File: src/rtl/register_file_hs_pkg.sv
// Shared definitions for the Mic-1 handshaked register file: register indices,
// mem_control bit positions and channel FSM states.
package register_file_hs_pkg;

  localparam int MAR_IDX = 0;
  localparam int MDR_IDX = 1;
  localparam int PC_IDX  = 2;
  localparam int MBR_IDX = 3;
  localparam int MBR_W   = 8;

  localparam int MC_FETCH = 0;
  localparam int MC_RD    = 1;
  localparam int MC_WR    = 2;

  typedef enum logic [1:0] {
    D_IDLE = 2'd0,
    D_RD   = 2'd1,
    D_WR   = 2'd2
  } d_state_e;

  typedef enum logic {
    F_IDLE = 1'b0,
    F_BUSY = 1'b1
  } f_state_e;

  // MBRU takes the first B-bus code past the last real register.
  function automatic int mbru_code(input int nregs);
    return nregs;
  endfunction

endpackage

File: src/rtl/register_file_hs_if.sv
// Datapath and memory-side signals of the register file, bundled with
// modports for the register file (slave) and its environment (master).
interface register_file_hs_if #(
  parameter int NBITS = 32,
  parameter int NREGS = 10,
  parameter int BSEL  = 4
);

  logic [NBITS-1:0] c_bus;
  logic [NREGS-1:0] write_c;
  logic [BSEL-1:0]  enable_b;
  logic [NBITS-1:0] b_bus;
  logic [2:0]       mem_control;
  logic             stall;

  logic             d_req;
  logic             d_we;
  logic [NBITS-1:0] d_addr;
  logic [NBITS-1:0] d_wdata;
  logic             d_ack;
  logic [NBITS-1:0] d_rdata;

  logic             f_req;
  logic [NBITS-1:0] f_addr;
  logic             f_ack;
  logic [7:0]       f_rdata;

  modport slave (
    input  c_bus, write_c, enable_b, mem_control, d_ack, d_rdata, f_ack, f_rdata,
    output b_bus, stall, d_req, d_we, d_addr, d_wdata, f_req, f_addr
  );

  modport master (
    output c_bus, write_c, enable_b, mem_control, d_ack, d_rdata, f_ack, f_rdata,
    input  b_bus, stall, d_req, d_we, d_addr, d_wdata, f_req, f_addr
  );

endinterface

File: src/rtl/register_file_hs_mem_channel.sv
// One request/ack memory channel: issue FSM, its stall term and the
// address/data hold registers. The fetch channel ties i_wr low.
module register_file_hs_mem_channel
  import register_file_hs_pkg::*;
#(
  parameter int NBITS = 32
) (
  input  logic             clk,
  input  logic             reset,
  input  logic             i_rd,
  input  logic             i_wr,
  input  logic             i_accept,
  input  logic             i_ack,
  input  logic [NBITS-1:0] i_addr_next,
  input  logic [NBITS-1:0] i_wdata_next,
  output logic             o_req,
  output logic             o_we,
  output logic [NBITS-1:0] o_addr,
  output logic [NBITS-1:0] o_wdata,
  output logic             o_rd_busy,
  output logic             o_load,
  output logic             o_stall
);

  d_state_e         r_state;
  logic             r_we;
  logic [NBITS-1:0] r_addr;
  logic [NBITS-1:0] r_wdata;
  logic             w_idle;
  logic             w_issue;

  assign w_idle  = (r_state == D_IDLE);
  // The ack cycle frees the channel, so a new request then goes back to back.
  assign w_issue = i_accept & (i_rd | i_wr) & (w_idle | i_ack);

  always_ff @(posedge clk) begin
    if (reset) begin
      r_state <= D_IDLE;
      r_we    <= 1'b0;
      r_addr  <= '0;
      r_wdata <= '0;
    end else if (w_issue) begin
      r_state <= i_wr ? D_WR : D_RD;
      r_we    <= i_wr;
      r_addr  <= i_addr_next;
      r_wdata <= i_wdata_next;
    end else if (i_ack && !w_idle) begin
      r_state <= D_IDLE;
    end else begin
      r_state <= r_state;
    end
  end

  assign o_req     = ~w_idle;
  assign o_we      = r_we;
  assign o_addr    = r_addr;
  assign o_wdata   = r_wdata;
  assign o_rd_busy = (r_state == D_RD);
  assign o_load    = o_rd_busy & i_ack;
  assign o_stall   = (i_rd | i_wr) & ~w_idle & ~i_ack;

endmodule

File: src/rtl/register_file_hs.sv
// Mic-1 register file with independent handshaked data (MAR/MDR) and
// fetch (PC/MBR) channels; stall freezes the microsequencer.
module register_file_hs
  import register_file_hs_pkg::*;
#(
  parameter int NBITS = 32,
  parameter int NREGS = 10,
  parameter int BSEL  = 4
) (
  input logic               clk,
  input logic               reset,
  register_file_hs_if.slave bus
);

  localparam int              MBRU_CODE = mbru_code(NREGS);
  localparam logic [BSEL-1:0] SEL_MDR   = BSEL'(MDR_IDX);
  localparam logic [BSEL-1:0] SEL_MBR   = BSEL'(MBR_IDX);
  localparam logic [BSEL-1:0] SEL_MBRU  = BSEL'(MBRU_CODE);

  logic [NBITS-1:0] r_regs [NREGS];
  logic [NBITS-1:0] w_next [NREGS];

  logic             w_wr;
  logic             w_rd;
  logic             w_fetch;
  logic             w_stall;
  logic             w_accept;
  logic             w_d_stall;
  logic             w_d_rd_busy;
  logic             w_d_load;
  logic             w_f_stall;
  logic             w_f_load;
  logic             w_f_req;
  logic             w_f_we_unused;
  logic             w_f_rd_busy_unused;
  logic [NBITS-1:0] w_f_wdata_unused;
  logic [MBR_W-1:0] w_mbr_byte;
  logic [NBITS-1:0] w_b_bus;

  assign w_wr    = bus.mem_control[MC_WR];
  assign w_rd    = bus.mem_control[MC_RD] & ~w_wr;
  assign w_fetch = bus.mem_control[MC_FETCH];

  // Reading a load target before its ack would return stale data.
  assign w_stall = w_d_stall | w_f_stall
                 | ((bus.enable_b == SEL_MDR) & w_d_rd_busy & ~bus.d_ack)
                 | (((bus.enable_b == SEL_MBR) | (bus.enable_b == SEL_MBRU))
                    & w_f_req & ~bus.f_ack);
  assign w_accept = ~w_stall;

  assign w_mbr_byte = w_f_load ? bus.f_rdata : r_regs[MBR_IDX][MBR_W-1:0];

  // Next register state: C-bus writes, then load results on top.
  always_comb begin
    for (int i = 0; i < NREGS; i++) begin
      w_next[i] = (w_accept && bus.write_c[i]) ? bus.c_bus : r_regs[i];
    end
    w_next[MBR_IDX] = {{(NBITS-MBR_W){1'b0}},
                       (w_f_load ? bus.f_rdata : w_next[MBR_IDX][MBR_W-1:0])};
    w_next[MDR_IDX] = w_d_load ? bus.d_rdata : w_next[MDR_IDX];
  end

  // Register bank.
  always_ff @(posedge clk) begin
    if (reset) begin
      for (int i = 0; i < NREGS; i++) begin
        r_regs[i] <= '0;
      end
    end else begin
      for (int i = 0; i < NREGS; i++) begin
        r_regs[i] <= w_next[i];
      end
    end
  end

  // B-bus source mux, bypassing load data during the ack cycle.
  always_comb begin
    w_b_bus = '0;
    if (bus.enable_b == SEL_MBR) begin
      w_b_bus = {{(NBITS-MBR_W){w_mbr_byte[MBR_W-1]}}, w_mbr_byte};
    end else if (bus.enable_b == SEL_MBRU) begin
      w_b_bus = {{(NBITS-MBR_W){1'b0}}, w_mbr_byte};
    end else if (bus.enable_b == SEL_MDR) begin
      w_b_bus = w_d_load ? bus.d_rdata : r_regs[MDR_IDX];
    end else begin
      for (int i = 0; i < NREGS; i++) begin
        w_b_bus = (bus.enable_b == BSEL'(i)) ? r_regs[i] : w_b_bus;
      end
    end
  end

  assign bus.b_bus = w_b_bus;
  assign bus.stall = w_stall;
  assign bus.f_req = w_f_req;

  register_file_hs_mem_channel #(.NBITS(NBITS)) u_d_channel (
    .clk          (clk),
    .reset        (reset),
    .i_rd         (w_rd),
    .i_wr         (w_wr),
    .i_accept     (w_accept),
    .i_ack        (bus.d_ack),
    .i_addr_next  (w_next[MAR_IDX]),
    .i_wdata_next (w_next[MDR_IDX]),
    .o_req        (bus.d_req),
    .o_we         (bus.d_we),
    .o_addr       (bus.d_addr),
    .o_wdata      (bus.d_wdata),
    .o_rd_busy    (w_d_rd_busy),
    .o_load       (w_d_load),
    .o_stall      (w_d_stall)
  );

  register_file_hs_mem_channel #(.NBITS(NBITS)) u_f_channel (
    .clk          (clk),
    .reset        (reset),
    .i_rd         (w_fetch),
    .i_wr         (1'b0),
    .i_accept     (w_accept),
    .i_ack        (bus.f_ack),
    .i_addr_next  (w_next[PC_IDX]),
    .i_wdata_next ({NBITS{1'b0}}),
    .o_req        (w_f_req),
    .o_we         (w_f_we_unused),
    .o_addr       (bus.f_addr),
    .o_wdata      (w_f_wdata_unused),
    .o_rd_busy    (w_f_rd_busy_unused),
    .o_load       (w_f_load),
    .o_stall      (w_f_stall)
  );

endmodule
File: src/flat_wrapper.sv
// flat-port wrapper written by rule: the top's interface ports become plain ports
module register_file_hs_flat import register_file_hs_pkg::*;
#(
  parameter int NBITS = 32,
  parameter int NREGS = 10,
  parameter int BSEL  = 4
)
  (clk, reset, bus_c_bus, bus_write_c, bus_enable_b, bus_mem_control, bus_d_ack, bus_d_rdata, bus_f_ack, bus_f_rdata, bus_b_bus, bus_stall, bus_d_req, bus_d_we, bus_d_addr, bus_d_wdata, bus_f_req, bus_f_addr);
  register_file_hs_if #(.NBITS(NBITS), .NREGS(NREGS), .BSEL(BSEL)) bus_i ();
  input logic clk;
  input logic reset;
  input wire logic [$bits(bus_i.c_bus)-1:0] bus_c_bus;
  input wire logic [$bits(bus_i.write_c)-1:0] bus_write_c;
  input wire logic [$bits(bus_i.enable_b)-1:0] bus_enable_b;
  input wire logic [$bits(bus_i.mem_control)-1:0] bus_mem_control;
  input wire logic [$bits(bus_i.d_ack)-1:0] bus_d_ack;
  input wire logic [$bits(bus_i.d_rdata)-1:0] bus_d_rdata;
  input wire logic [$bits(bus_i.f_ack)-1:0] bus_f_ack;
  input wire logic [$bits(bus_i.f_rdata)-1:0] bus_f_rdata;
  output wire logic [$bits(bus_i.b_bus)-1:0] bus_b_bus;
  output wire logic [$bits(bus_i.stall)-1:0] bus_stall;
  output wire logic [$bits(bus_i.d_req)-1:0] bus_d_req;
  output wire logic [$bits(bus_i.d_we)-1:0] bus_d_we;
  output wire logic [$bits(bus_i.d_addr)-1:0] bus_d_addr;
  output wire logic [$bits(bus_i.d_wdata)-1:0] bus_d_wdata;
  output wire logic [$bits(bus_i.f_req)-1:0] bus_f_req;
  output wire logic [$bits(bus_i.f_addr)-1:0] bus_f_addr;
  assign bus_i.c_bus = bus_c_bus;
  assign bus_i.write_c = bus_write_c;
  assign bus_i.enable_b = bus_enable_b;
  assign bus_i.mem_control = bus_mem_control;
  assign bus_i.d_ack = bus_d_ack;
  assign bus_i.d_rdata = bus_d_rdata;
  assign bus_i.f_ack = bus_f_ack;
  assign bus_i.f_rdata = bus_f_rdata;
  assign bus_b_bus = bus_i.b_bus;
  assign bus_stall = bus_i.stall;
  assign bus_d_req = bus_i.d_req;
  assign bus_d_we = bus_i.d_we;
  assign bus_d_addr = bus_i.d_addr;
  assign bus_d_wdata = bus_i.d_wdata;
  assign bus_f_req = bus_i.f_req;
  assign bus_f_addr = bus_i.f_addr;
  register_file_hs #(.NBITS(NBITS), .NREGS(NREGS), .BSEL(BSEL)) u_core (.clk(clk), .reset(reset), .bus(bus_i));
endmodule
File: config.mk
export PLATFORM = sky130hd
export DESIGN_NAME = register_file_hs_flat
export DESIGN_NICKNAME = d
export VERILOG_FILES = /design/src/rtl/register_file_hs_pkg.sv /design/src/rtl/register_file_hs_if.sv /design/src/rtl/register_file_hs_mem_channel.sv /design/src/rtl/register_file_hs.sv /design/src/flat_wrapper.sv
export SDC_FILE = /design/constraint.sdc
export NUM_CORES = 1
export LEC_CHECK = 0
export BUFFER_PORTS_ARGS = -buffer_cell sky130_fd_sc_hd__buf_2
export CORE_UTILIZATION = 45
export CTS_BUF_LIST = sky130_fd_sc_hd__clkbuf_16
export CTS_CLUSTER_SIZE = 16
export DETAILED_ROUTE_END_ITERATION = 8
export PLACE_DENSITY = 0.65
export SLEW_MARGIN = 20
export SYNTH_ARGS = -nofsm -noshare
export SYNTH_HDL_FRONTEND = slang
export SYNTH_SLANG_ARGS = --single-unit
File: constraint.sdc
create_clock -name clk -period 2.7 [get_ports clk]
set_input_delay 0.54 -clock clk [delete_from_list [all_inputs] [get_ports clk]]
set_output_delay 0.54 -clock clk [all_outputs]
set_load 0.01 [all_outputs]
==> run metrics <==
status complete, but fails checks; failing checks setup timing; hold bufs inserted after CTS 0; First DRT Iteration DRCs ~1,200; crit path time final between 2000 and 3000 ps; Clock Skews around 16 ps; kind of critical path flop to output port; grt total ovfl 0; DR vias between 15,000 and 20,000; reg2reg setup slack between 600 and 700 ps; GPL Wtd Cong 0.872; top cell type's share of synthesized area 0.426; boundary pin count between 200 and 250; #FFs+latches synth roughly 400; async set or reset register ratio after synthesis 0; DRC Markers 0; CTS sink count between 300 and 400; Critical Path AT between 2000 and 2500 ps; synthesized area per cell 9.21 sq um; Layout Nets approximately 2,300; PD cells between 600 and 700 nW/um^2; main combinational cell family by area after synthesis multiplexers; CTS Buf Count around 40; Fmax achieved ~0.36 GHz; total of max-cap violations 0; WL/cell approximately 20 um; EDFF count, synth 0; post-synthesis adder-cell area fraction 0; first-pass GRT wire length 84,000 um; YS warnings 0; RSZ-0062 raised after global routing yes; r2r endpoint u_core.u_d_channel.o_addr[20]; num rows 74; Area contributors post-synth dfxtp_1 43%, mux2i_1 17%, nor2_1 7.6%, a21oi_1 3.9%, a211oi_1 3.7%; library cells used by synthesis 53; drt pass-1 iters 5; Worst-path clk slew 60 ps; Most used DFF post-synth dfxtp_1; Final TNS setup -114 ps; sequential fraction of the synthesis area 0.426; CTS HTree Levels 2; Hold Crit Start bus_mem_control[2]; placed wire-length estimate ~38,000 um; worst r2r src u_core.u_f_channel.r_state[0]; CTS tree done; CP Capture Type output port; Final Total Pwr ~0.015 W; CORE AREA approximately 40,000 sq um; Die Height approximately 210 um; # setup viols final 6; Tcrit/Tclk final 1.03; final WL 54,400 um; DIE AREA roughly 42,000 sq um; Area growth syn-to-layout 21.3%; clk_lat worst skew between 500 and 600 ps; Final ANT Viol Nets 0; Post-Syn Area roughly 19,000 sq um; Yosys top cell by area dfxtp_1; cells after synthesis a little over 2,000; CTS Buffer Depth 3; FF-to-FF path depth 8; Hold Path Cell Cnt 3; mux share of post-synthesis cell area 0.222; WHS Endpoint u_core.u_d_channel.r_state[1]; relative slew slack 0.668; post-layout util 0.553; Syn Nets approximately 2,100; CP Max Fanout 24; root buffer cell clkbuf_16; hold crit path type input port to flop; I/O Buffers between 200 and 250; initial antenna violation count 3; placed insts between 2,000 and 3,000; Critical Path Source Type flop; vias per std cell around 5.6; maximum VDD drop between 0.0004 and 0.0005 V; Critical Path RT about 2200 ps; final slew viol count 0; Worst Max-Slew Pin Slew roughly 500 ps; XOR/XNOR Fraction of Synth Area 0.000470; vias in the first global route about 15,000; largest net degree at the start of global routing between 100 and 150; initial core utilization 0.456; Final Hold Viols 0; Post-Synth Simple-Gate Area 0.121; post-synthesis compound-gate area fraction 0.174; post-route insts no fill 2,766; total global-route track usage 0.251; share of cells above drive strength 1 0.270; Leak Pwr between 10 and 15 nW; final worst setup slack -71.6 ps; Die Span X between 200 and 250 um
==> critical path, cell delays in order (launching register included) <==
cell and delay (ps):
dfxtp_2 330, nand2_2 60, mux2i_2 170, or4b_4 540, buf_12 180, o211ai_1 190, buf_2 200
==> cells by family after synthesis <==
logic type,Yosys count
simple gates,508
compound gates,491
flops,396
mux,391
buf+inv,234
xor+xnor,1
==> power breakdown <==
| group | leakage, nW | internal [W] | switching (W) |
|---|---|---|---|
| clock network | 0.657 | 0.00307 | 0.00241 |
| registers | 3.26 | 0.00633 | 0.000275 |
| logic | 6.38 | 0.00130 | 0.00163 |
| total | 10.3 | 0.0107 | 0.00431 |
==> placed cells by master, fill, tap and decap left out, drive strengths merged, types with 2 or more instances in the layout <==
cell | Yosys | routed
a21o | 12 | 12
o2bb2ai | 18 | 18
nor2b | 4 | 4
and2 | 33 | 33
clkbuf | 147 | 44
nor3b | 2 | 2
clkinv | 1 | 24
o221ai | 10 | 10
buf | 62 | 343
a222oi | 7 | 7
mux2 | 76 | 76
nor2 | 377 | 377
a31oi | 5 | 5
and3 | 3 | 3
nand2b | 43 | 43
a21boi | 5 | 5
dfxtp | 396 | 396
a211oi | 91 | 91
a22o | 4 | 4
bufinv | 0 | 3
nand3b | 2 | 2
diode | 0 | 2
o22a | 7 | 7
a21oi | 144 | 144
nand2 | 16 | 16
inv | 24 | 29
o21ai | 114 | 114
nand3 | 19 | 19
a22oi | 23 | 23
and3b | 3 | 3
o22ai | 45 | 45
mux2i | 314 | 314
==> worst max-delay path by stage <==
stage | start | to
after floorplan | bus_enable_b[1] | bus_b_bus[10]
after global placement | bus_enable_b[2] | bus_b_bus[10]
after detailed placement | bus_enable_b[2] | bus_b_bus[10]
after CTS | u_core.u_f_channel.r_state[0] | bus_b_bus[30]
after global routing | u_core.u_d_channel.r_state[1] | bus_b_bus[30]
final | u_core.u_f_channel.r_state[0] | bus_b_bus[30]
==> synth_stat cells (all sizes together) (10+ instances only) <==
library cell / instances
inv: 24
a22oi: 23
clkbuf: 147
and2: 33
mux2i: 314
nand2b: 43
o22ai: 45
mux2: 76
o2bb2ai: 18
a21o: 12
buf: 62
nand2: 16
nor2: 377
a211oi: 91
nand3: 19
a21oi: 144
o221ai: 10
dfxtp: 396
o21ai: 114
==> metal layers <==
| metal | vias to the layer above | part of all wire | GRT usage |
|---|---|---|---|
| li1 | 7494 | - | - |
| met1 | 7429 | 0.50 | 0.383 |
| met2 | 461 | 0.42 | 0.361 |
| met3 | 64 | 0.063 | 0.0455 |
| met4 | 2 | 0.015 | 0.0582 |
| met5 | - | 0.00024 | 0 |
==> cell type report <==
type / count / area [sq um]
diodes: 2 / 5.00
fillers: 3602 / 18300
clock inverters: 32 / 253
inverters: 25 / 97.6
repair buffers: 347 / 2640
flip-flops and latches: 396 / 7930
well taps: 532 / 666
clock buffers: 41 / 1030
multi-input cells: 1391 / 9960
==> stage by stage <==
step / hold slack (ps) / cell area, sq um / worst slack (ps)
3_3_place_gp: 458 / 20700 / -164
3_5_place_dp: 467 / 20700 / -207
2_1_floorplan: 455 / 18600 / 167
4_1_cts: 255 / 22100 / -64.9
5_1_grt: 264 / 22600 / -124
6_report: 259 / 22600 / -71.6
==> timing repair <==
item / 4_1_cts / 5_1_grt
gates resized for setup: 48 / 80
cloned: 1 / 3
pin swaps: 5 / 10
setup buffers: 1 / 10
endpoints found under the setup margin: 32 / 32
==> state kept, by name, summed over array words and instances (netlist names) <==
name and cells:
u_core.u_f_channel.o_addr 32, u_core.u_d_channel.r_state 2, u_core.u_d_channel.o_we 1, u_core.r_regs 296
u_core.u_f_channel.r_state 1, u_core.u_d_channel.o_wdata 32, u_core.u_d_channel.o_addr 32
No activity file was read; power rests on OpenSTA's default activity.
